===== config.mk =====
export PLATFORM = sky130hd
export DESIGN_NAME = tjmono2_rx_merge
export DESIGN_NICKNAME = d
export VERILOG_FILES = /design/src/rtl/tjmono2_rx_merge.sv
export SDC_FILE = /design/constraint.sdc
export NUM_CORES = 2
export LEC_CHECK = 0
export ABC_AREA = 0
export CELL_PAD_IN_SITES_DETAIL_PLACEMENT = 1
export CELL_PAD_IN_SITES_GLOBAL_PLACEMENT = 2
export CORE_AREA = 2 2 424 300
export DETAILED_ROUTE_END_ITERATION = 8
export DIE_AREA = 0 0 426 302
export PLACE_DENSITY_LB_ADDON = 0.1
export SYNTH_ARGS = -nofsm -noshare
export SYNTH_HDL_FRONTEND = slang
export SYNTH_SLANG_ARGS = --single-unit

===== constraint.sdc =====
create_clock -name BUS_CLK -period 7.63 [get_ports BUS_CLK]
set_input_delay 1.9075 -clock BUS_CLK [delete_from_list [all_inputs] [get_ports BUS_CLK]]
set_output_delay 1.9075 -clock BUS_CLK [all_outputs]
set_load 0.05 [all_outputs]

===== src/rtl/tjmono2_rx_merge.sv =====
// ---------------------------------------------------------------------------
// tjmono2_rx_merge
//
// Purpose:
//   N-lane merge stage for the TJ-Monopix2 RX readout path. Each receiver lane
//   buffers decoded 24-bit words in its own FIFO. A round-robin arbiter drains
//   the lanes into a single 32-bit first-word-fall-through output register:
//     FIFO_DATA = {DATA_IDENTIFIER[3:0], lane index[3:0], payload[23:0]}
//   Per-lane full, sticky overflow and (optionally) lost-word counters are
//   provided.
//
// Optional feature macro:
//   TJMONO2_RX_MERGE_LOST_CNT_EN
//     defined   : per-lane 8-bit saturating LOST_COUNT registers
//     undefined : no counter registers, LOST_COUNT tied to 0
//
// Ports:
//   BUS_CLK          in   clock for the whole block
//   BUS_RST_N        in   synchronous active-low reset
//   CH_WRITE         in   [NUM_CH]    per-lane write strobe
//   CH_DATA          in   [NUM_CH*24] lane k payload in [24k+23:24k]
//   CH_ENABLE        in   [NUM_CH]    per-lane enable
//   CLEAR_ERR        in   pulse, clears overflow flags and lost counters
//   CH_FULL          out  [NUM_CH]    lane FIFO holds DEPTH words
//   CH_OVERFLOW_ERR  out  [NUM_CH]    sticky, a write was dropped
//   LOST_COUNT       out  [NUM_CH*8]  dropped-word counters
//   FIFO_READ        in   consumer pop
//   FIFO_EMPTY       out  no valid output word
//   FIFO_DATA        out  [32]        output word
// ---------------------------------------------------------------------------
module tjmono2_rx_merge #(
  parameter int         NUM_CH          = 4,
  parameter int         DEPTH           = 16,
  parameter logic [3:0] DATA_IDENTIFIER = 4'd0
) (
  input  logic                 BUS_CLK,
  input  logic                 BUS_RST_N,
  input  logic [NUM_CH-1:0]    CH_WRITE,
  input  logic [NUM_CH*24-1:0] CH_DATA,
  input  logic [NUM_CH-1:0]    CH_ENABLE,
  input  logic                 CLEAR_ERR,
  output logic [NUM_CH-1:0]    CH_FULL,
  output logic [NUM_CH-1:0]    CH_OVERFLOW_ERR,
  output logic [NUM_CH*8-1:0]  LOST_COUNT,
  input  logic                 FIFO_READ,
  output logic                 FIFO_EMPTY,
  output logic [31:0]          FIFO_DATA
);

  localparam int AW = $clog2(DEPTH);
  localparam int CW = AW + 1;
  localparam int PW = (NUM_CH > 1) ? $clog2(NUM_CH) : 1;
  localparam logic [PW:0]   NCH   = (PW+1)'(NUM_CH);
  localparam logic [CW-1:0] FULLV = CW'(DEPTH);

  // Output register and arbiter pointer
  logic        r_empty;
  logic [31:0] r_data;
  logic [PW-1:0] r_ptr;

  // Per-lane status gathered from the lane generate blocks
  logic [NUM_CH-1:0] w_avail;
  logic [NUM_CH-1:0] w_pop;
  logic [23:0]       w_head [NUM_CH];

  // Rotated lane order starting at the pointer
  logic [PW:0]   w_rot_sum [NUM_CH];
  logic [PW-1:0] w_rot_idx [NUM_CH];

  logic          w_load;
  logic          w_grant_vld;
  logic [PW-1:0] w_grant;
  logic [3:0]    w_lane_tag;

  // The output register refills whenever it is empty or being consumed.
  assign w_load     = r_empty | FIFO_READ;
  assign w_lane_tag = 4'(w_grant);

  for (genvar gi = 0; gi < NUM_CH; gi++) begin : g_rot
    assign w_rot_sum[gi] = {1'b0, r_ptr} + (PW+1)'(gi);
    assign w_rot_idx[gi] = (w_rot_sum[gi] >= NCH) ? PW'(w_rot_sum[gi] - NCH)
                                                   : PW'(w_rot_sum[gi]);
  end

  // Walk from the farthest position back to the pointer so the first
  // available lane in round-robin order is the one that sticks.
  always_comb begin
    w_grant_vld = 1'b0;
    w_grant     = '0;
    for (int i = NUM_CH - 1; i >= 0; i--) begin
      if (w_avail[w_rot_idx[i]]) begin
        w_grant_vld = 1'b1;
        w_grant     = w_rot_idx[i];
      end
    end
  end

  // -------------------------------------------------------------------------
  // Lane FIFOs
  // -------------------------------------------------------------------------
  for (genvar gi = 0; gi < NUM_CH; gi++) begin : g_lane
    logic [23:0]   r_mem [DEPTH];
    logic [AW-1:0] r_wptr;
    logic [AW-1:0] r_rptr;
    logic [CW-1:0] r_cnt;
    logic          r_wr_last;
    logic          r_full;
    logic          r_ovf;

    logic          w_wr_req;
    logic          w_accept;
    logic          w_drop;
    logic [CW-1:0] w_cnt_next;

    assign w_wr_req   = CH_WRITE[gi] & CH_ENABLE[gi];
    // A full lane can still take a word when it is popped in the same cycle.
    assign w_accept   = w_wr_req & ((r_cnt != FULLV) | w_pop[gi]);
    assign w_drop     = w_wr_req & ~w_accept;
    assign w_pop[gi]  = w_load & w_grant_vld & (w_grant == PW'(gi));
    assign w_cnt_next = r_cnt + CW'(w_accept) - CW'(w_pop[gi]);

    // A word written on the previous edge is not yet eligible: this gives the
    // fixed two-edge write-to-output latency and keeps the memory write and
    // the output read of the same entry in different cycles.
    assign w_avail[gi] = (r_cnt > CW'(r_wr_last));
    assign w_head[gi]  = r_mem[r_rptr];

    always_ff @(posedge BUS_CLK) begin
      if (w_accept) begin
        r_mem[r_wptr] <= CH_DATA[24*gi +: 24];
      end
    end

    always_ff @(posedge BUS_CLK) begin
      if (!BUS_RST_N) begin
        r_wptr    <= '0;
        r_rptr    <= '0;
        r_cnt     <= '0;
        r_wr_last <= 1'b0;
        r_full    <= 1'b0;
        r_ovf     <= 1'b0;
      end else begin
        r_wr_last <= w_accept;
        r_cnt     <= w_cnt_next;
        r_full    <= (w_cnt_next == FULLV);
        if (w_accept) begin
          r_wptr <= r_wptr + 1'b1;
        end
        if (w_pop[gi]) begin
          r_rptr <= r_rptr + 1'b1;
        end
        // A drop in the same cycle as CLEAR_ERR leaves the flag set.
        if (w_drop) begin
          r_ovf <= 1'b1;
        end else if (CLEAR_ERR) begin
          r_ovf <= 1'b0;
        end
      end
    end

    assign CH_FULL[gi]         = r_full;
    assign CH_OVERFLOW_ERR[gi] = r_ovf;

`ifdef TJMONO2_RX_MERGE_LOST_CNT_EN
    logic [7:0] r_lost;

    always_ff @(posedge BUS_CLK) begin
      if (!BUS_RST_N) begin
        r_lost <= '0;
      end else if (w_drop) begin
        if (CLEAR_ERR) begin
          r_lost <= 8'd1;
        end else if (r_lost != 8'hFF) begin
          r_lost <= r_lost + 8'd1;
        end
      end else if (CLEAR_ERR) begin
        r_lost <= '0;
      end
    end

    assign LOST_COUNT[8*gi +: 8] = r_lost;
`else
    assign LOST_COUNT[8*gi +: 8] = 8'd0;
`endif
  end

  // -------------------------------------------------------------------------
  // Output register and arbiter pointer
  // -------------------------------------------------------------------------
  always_ff @(posedge BUS_CLK) begin
    if (!BUS_RST_N) begin
      r_empty <= 1'b1;
      r_data  <= '0;
      r_ptr   <= '0;
    end else if (w_load) begin
      if (w_grant_vld) begin
        r_empty <= 1'b0;
        r_data  <= {DATA_IDENTIFIER, w_lane_tag, w_head[w_grant]};
        r_ptr   <= (w_grant == PW'(NUM_CH - 1)) ? '0 : w_grant + 1'b1;
      end else begin
        // Nothing to load: data holds its last value.
        r_empty <= 1'b1;
      end
    end
  end

  assign FIFO_EMPTY = r_empty;
  assign FIFO_DATA  = r_data;

endmodule


; ---- Word level (Yosys, flattened, before mapping)
; Memory sizes are Yosys's and may differ from the RTL's. A register that Yosys moved wholly into a read port is not among the register bits.
; Cells that the tools add are included.
[totals]
reg_bits = 93
ram_bits = 1536
input_bits = 108
output_inout_bits = 73
word_cells = 158
mem_count = 4
[classes]
addsub = 24
order_cmp = 13
eq_ne = 11
n_mux = 46
bitwise_logic = 27
n_reduce_logical = 6
[mem_list]
columns = name, words, width, read_ports, rd_ports_with_merged_regs, write_ports, line_no
row1 = g_lane[0].r_mem, 16, 24, 1, 1, 1, 102  ; logic [23:0] r_mem [DEPTH];
row2 = g_lane[1].r_mem, 16, 24, 1, 1, 1, 102
row3 = g_lane[2].r_mem, 16, 24, 1, 1, 1, 102
row4 = g_lane[3].r_mem, 16, 24, 1, 1, 1, 102
[op_table]
columns = op, n
row1 = $bmux 24 s2, 1
row2 = $mux 24, 2
row3 = $add 4x1->4 const B, 8
row4 = $mux 4, 8
row5 = $mux 1, 22
row6 = $add 5x1->5, 4
row7 = $eq 5x5->1 const B, 4
row8 = $gt 5x1->1, 4
row9 = $ne 5x5->1 const B, 4
row10 = $sub 5x1->5, 4
row11 = $mux 2, 9
row12 = $and 1x1->1, 17
row13 = $ge 3x3->1 const B, 4
row14 = $lt 2x3->1 const B, 4
row15 = $bmux 1 s2, 4
row16 = $reduce_bool 2->1, 4
row17 = $sub 2x1->2 const B, 4
row18 = $add 2x2->3 const B, 2
row19 = $or 1x1->1, 5
row20 = $eq 2x2->1 const B, 2
row21 = $not 1->1, 4
row22 = $add 2x1->3 const B, 1
row23 = $ge 2x3->1 const B, 1
row24 = $not 2->3, 1
row25 = other kinds (4), 4

; ---- Depth between registers and ports, before layout
[depth]
ltp_word = 16
mapped_depth = 22

; ---- Least setup slack after synthesis
; Ideal clock, no wire load.
[synth_path]
kind = input-to-reg
from = in FIFO_READ
to = reg g_lane[1].r_full
arrival_ns = 4.472
required_ns = 7.552
slack_ns = 3.080
cell_stages = 12
path_buffers = 2
path_cell_list = nor2_1 > a41oi_1 > buf_2 > buf_1 > nand3_1 > nand2_1 > ha_1 > inv_1 > fa_1 > xor2_1 > or4b_2 > nor3_1
[synth_via]
elab_chain_cells = 8
[synth_rtl]
columns = item, line_no
row1 = from (decl), 45  ; input logic FIFO_READ,
row2 = $or 1x1->1 (*), 76  ; assign w_load = r_empty | FIFO_READ;
row3 = $and 1x1->1 (*) (2 in series), 119  ; assign w_pop[gi] = w_load & w_grant_vld & (w_grant == PW'(gi));
row4 = $or 1x1->1, 117  ; assign w_accept = w_wr_req & ((r_cnt != FULLV) | w_pop[gi]);
row5 = $and 1x1->1, 117
row6 = $add 5x1->5, 120  ; assign w_cnt_next = r_cnt + CW'(w_accept) - CW'(w_pop[gi]);
row7 = $sub 5x1->5 (*), 120
row8 = $eq 5x5->1 (*), 145  ; r_full <= (w_cnt_next == FULLV);
row9 = to (signal assigned), 145
row10 = to (decl), 107  ; logic r_full;
; Mark *: on every way between the ends. The rest lies on a longest branch, timed or not.
; A chain may end at the register's enable or synchronous reset.

; ---- Final worst setup path
[layout_path]
from = reg g_lane[0].r_cnt[1]
to = mem g_lane[3].r_mem[0][3], enable pin
[layout_via]
elab_chain_cells = 13
[layout_rtl]
columns = item, line_no
row1 = from (decl), 105  ; logic [CW-1:0] r_cnt;
row2 = from (signal assigned), 144  ; r_cnt <= w_cnt_next;
row3 = $gt 5x1->1 (*), 125  ; assign w_avail[gi] = (r_cnt > CW'(r_wr_last));
row4 = $bmux 1 s2, 91  ; if (w_avail[w_rot_idx[i]]) begin
row5 = $mux 1 (implied by the code), 91
row6 = $mux 2 / $mux 1 (equally long branches) (4 in series), 91
row7 = $eq 2x2->1 / $and 1x1->1 (equally long branches), 119
row8 = $and 1x1->1 (*), 119
row9 = $or 1x1->1 (*), 117
row10 = $and 1x1->1 (*), 117
row11 = $mux 1 (*), 129  ; if (w_accept) begin
row12 = $mux 1 (implied by the code) (*), 130  ; r_mem[r_wptr] <= CH_DATA[24*gi +: 24];
row13 = to (decl), 102
; Mark *: on every way between the ends. The rest lies on a longest branch, timed or not. The select of a mux whose other input is x is not followed.

==> flow_metrics.env <==
export IMPL_outcome="complete, no violations"
export IMPL_r2r_slack_ns=2.29
export IMPL_grt_usage_pct=25.21
export IMPL_critical_path_required_ns=8.09
export IMPL_crit_path_max_incr_delay_ns=0.84
export IMPL_p_comb_share_pct=22.8
export IMPL_slew_limit_headroom_pct=17.75
export IMPL_post_detailed_placement_half_perimeter_wirelength_um=91500
export IMPL_design_portCount=181
export IMPL_nets=3468
export IMPL_final_sum_of_negative_setup_slack_ns=0
export IMPL_design_power_total_uw=24040
export IMPL_synth_most_common_cell="sky130_fd_sc_hd__edfxtp_1"
export IMPL_switching_power_uw=6838
export IMPL_syn_to_final_growth_pct=12.87
export IMPL_critical_path_endpoint_type="register"
export IMPL_yosys_cell_types_count=64
export IMPL_power_internal_uw=17200
export IMPL_detail_route_wirelength_met1_um=71530
export IMPL_route_vias_total=31180
export IMPL_finalWeightedCongestion=0.7943
export IMPL_cts_resized=0
export IMPL_die_height_um=302
export IMPL_wire_length_of_the_first_global_routing_pass_um=232100
export IMPL_max_vdd_ir_drop_mv=0.3353
export IMPL_post_route_standard_cell_area_excluding_fillers_mm2=0.07251
export IMPL_cts_hold_buf=0
export IMPL_min_path_type="reg2reg"
export IMPL_synth_enable_flop_cells=1536
export IMPL_clock_sinks=1645
export IMPL_final_hold_violation_count=0
export IMPL_cp_arrival_ns=5.80
export IMPL_post_place_ws_ns=1.802
export IMPL_cpMostUsedCell="sky130_fd_sc_hd__ha_1"
export IMPL_critical_path_max_fanout=53
export IMPL_pin_count_of_the_biggest_net_entering_global_routing=58
export IMPL_cts_htree_levels=4
export IMPL_cts_max_path_buffers=3
export IMPL_floorplan_die_width_um=426
export IMPL_setup_viol=0
export IMPL_synth_common_cells="sky130_fd_sc_hd__edfxtp_1 (1536), sky130_fd_sc_hd__mux4_2 (384), sky130_fd_sc_hd__a22oi_1 (192)"
export IMPL_postRouteAntennaNets=0
export IMPL_syn_cell_area_mm2=0.06424
export IMPL_tritoncts_clock_tree="done"
export IMPL_slew_violations=0
export IMPL_synth_warning_count=0
export IMPL_tightest_slew_ns=1.234
export IMPL_met2_length_um=74410
export IMPL_worst_r2r_endpoint="g_lane[3].r_mem[0][3]"
export IMPL_synth_top_flop_cell="sky130_fd_sc_hd__edfxtp_1"
export IMPL_capturing_instance_or_port_of_the_critical_path="g_lane[3].r_mem[0][3]"
export IMPL_final_worst_path_setup_slack_ns=2.289
export IMPL_cp_slowest_cell="sky130_fd_sc_hd__o221a_4"
export IMPL_syn_mean_instance_area_um2=20.81
export IMPL_cellPowerDensity_mw_per_mm2=331.6
export IMPL_cell_by_cell_trace_of_the_critical_path="inv_1 -> ha_1 -> nand2b_4 -> a31oi_2 -> a21oi_1 -> o221a_4 -> ha_1 -> nor3b_1 -> o31ai_1 -> a211oi_1 -> and2_1 -> buf_4"
export IMPL_yosys_reg_bits=1645
export IMPL_drt_iter0_drc=3436
export IMPL_layout_drive_gt1_share_pct=22.69
export IMPL_remaining_drc_errors=0
export IMPL_placed_area_mm2=0.06739
export IMPL_timing_critical_path_from="g_lane[0].r_cnt[1]"
export IMPL_switching_power_as_a_share_of_total_power_pct=28.44
export IMPL_upper_clock_frequency_limit_mhz=187.2
export IMPL_final_period_minus_worst_setup_slack_ns=5.341
export IMPL_timing_max_cap_violations=0
export IMPL_ys_seq_area_share_pct=75.20
export IMPL_worstSkewPairLatency_ns=0.78
export IMPL_io_buffer_count=142
export IMPL_post_cts_setup_buffers=0
export IMPL_reg2reg_depth=12
export IMPL_area_occupied_by_multi_input_gates_mm2=0.01478
export IMPL_syn_inst=3087
export IMPL_seqPwrFrac_pct=44.6
export IMPL_numPlacedInstances=4801
export IMPL_power_frac_clock_pct=32.6
export IMPL_post_synth_main_area_contributors="sky130_fd_sc_hd__edfxtp_1 (72%), sky130_fd_sc_hd__mux4_2 (13%), sky130_fd_sc_hd__dfxtp_1 (3.4%)"
export IMPL_number_of_buffers_created_by_cts=157
export IMPL_design_die_area_mm2=0.1287
export IMPL_timing_critical_path_from_type="register"
export IMPL_post_synth_top_area_cell="sky130_fd_sc_hd__edfxtp_1"
export IMPL_dr_max_layer_used="met5"
export IMPL_clkSlewWorstSetupHoldPaths_ns=0.06
export IMPL_rsz0062_at_grt="false"
export IMPL_final_setup_skew_ns=0.02266
export IMPL_drt_total_wl_um=158900
export IMPL_grt_antenna_before_repair=13
export IMPL_placeableCoreArea_mm2=0.1249
export IMPL_final_period_utilization_pct=70.00
export IMPL_drt_first_pass_iters=5
export IMPL_criticalPathCategory="reg2reg"
export IMPL_power_static_leakage_uw=0.02307
export IMPL_r2r_start="g_lane[0].r_cnt[1]"
export IMPL_wire_per_inst_um=31.22
export IMPL_viasPerCell=6.124
export IMPL_ff_latch_area_mm2=0.04834
export IMPL_first_global_vias=32840
export IMPL_globalRoute_totalOverflow=0
export IMPL_wl_met3_um=9901
export IMPL_share_of_flip_flops_with_an_asynchronous_set_or_reset_after_synthesis_pct=0
export IMPL_synth_largest_type_area_fraction_pct=71.80
export IMPL_clock_root_buffer="sky130_fd_sc_hd__clkbuf_16"
export IMPL_placementRows=109
export IMPL_num_fill_cells=10630
export IMPL_initial_core_util_pct=51.42
export IMPL_final_cell_count_no_fill=5091
[metal layers]
layer  track usage (%)  vias to the layer above
met2             38.38                     1062
met4             6.697                        8
met1             38.49                    16810
met5                 0                        -
met3             3.942                      189
li1                  -                    13110
[cells by family (layout without fill, tap and decap cells)]
group,Yosys count,count (layout),share of synthesized area (%)
simple gates,370,370,3.083
mux,436,436,14.49
xor+xnor,30,30,0.4090
buf+inv,256,556,2.183
fa+ha+maj,65,65,1.313
compound gates,284,284,3.315
other cells,1,40,0.005838
flops,1645,1645,75.20
[worst max-delay path, delay by kind of cell, from the launching register on]
kind / cells / cell delay (ns)
buffers and inverters: 2 / 0.55
AO/OA/AOI/OAI: 5 / 2.08
flip-flops: 1 / 0.49
adder cells (fa/ha/maj): 2 / 0.67
AND/OR/NAND/NOR: 3 / 1.18
[sequential cells by signal (all words and copies together), names as in the netlist, named ones only]
name and flops:
g_lane.r_mem 1536, FIFO_DATA 26, g_lane.r_cnt 20, g_lane.r_rptr 16, g_lane.r_wptr 16, g_lane.r_full 4
g_lane.r_ovf 4, g_lane.r_wr_last 4, r_ptr 2, FIFO_EMPTY 1
[layout make-up]
type	count	area share (%)
flip-flops and latches	1645	66.66
clock inverters	84	1.039
well taps	1665	2.873
repair buffers	223	2.792
diodes	2	0.006903
multi-input cells	1223	20.38
clock buffers	204	6.012
inverters	45	0.2330
[metrics by stage]
step	util, %	hold WS [ns]
6_report	58.04	0.4858
3_3_place_gp	53.94	0.4618
2_1_floorplan	-	0.4455
3_5_place_dp	53.94	0.4778
5_1_grt	58.04	0.5223
4_1_cts	58.04	0.4907
[how the worst min path moves through the flow]
stage,slack [ns],start,to,cells after the start
floorplan,0.45,g_lane[2].r_ovf,g_lane[2].r_ovf,2
global placement,0.46,g_lane[2].r_ovf,g_lane[2].r_ovf,2
detailed placement,0.48,g_lane[2].r_ovf,g_lane[2].r_ovf,2
CTS,0.49,g_lane[3].r_ovf,g_lane[3].r_ovf,2
global route,0.52,g_lane[3].r_ovf,g_lane[3].r_ovf,2
finish,0.49,g_lane[3].r_ovf,g_lane[3].r_ovf,2
[cell usage in the layout (no fill, tap or decap), types with 29 or more instances in the layout]
cell                              Yosys  routed
sky130_fd_sc_hd__a21oi_1             30      30
sky130_fd_sc_hd__a22oi_1            192     192
sky130_fd_sc_hd__and3_1              62      62
sky130_fd_sc_hd__buf_4               46      81
sky130_fd_sc_hd__clkbuf_1            93      34
sky130_fd_sc_hd__clkbuf_16            0     168
sky130_fd_sc_hd__clkdlybuf4s50_1      0     141
sky130_fd_sc_hd__clkinv_1             0      33
sky130_fd_sc_hd__clkinv_2             0      29
sky130_fd_sc_hd__conb_1               1      38
sky130_fd_sc_hd__dfxtp_1            109     101
sky130_fd_sc_hd__edfxtp_1          1536    1536
sky130_fd_sc_hd__ha_1                61      61
sky130_fd_sc_hd__inv_1               45      44
sky130_fd_sc_hd__mux4_2             384     384
sky130_fd_sc_hd__nand2_1            127     127
sky130_fd_sc_hd__nor2_1              61      57
[power groups by stage]
| stage | registers [µW] | clock network [µW] | logic [µW] |
|---|---|---|---|
| 2_1_floorplan | 10700 | 0 | 3900 |
| 3_3_place_gp | 10900 | 0 | 5360 |
| 3_5_place_dp | 10900 | 0 | 5500 |
| 4_1_cts | 10800 | 7950 | 5520 |
| 5_1_grt | 10800 | 8260 | 5840 |
| 6_report | 10700 | 7830 | 5490 |
Power figures use the tool's default switching activity.
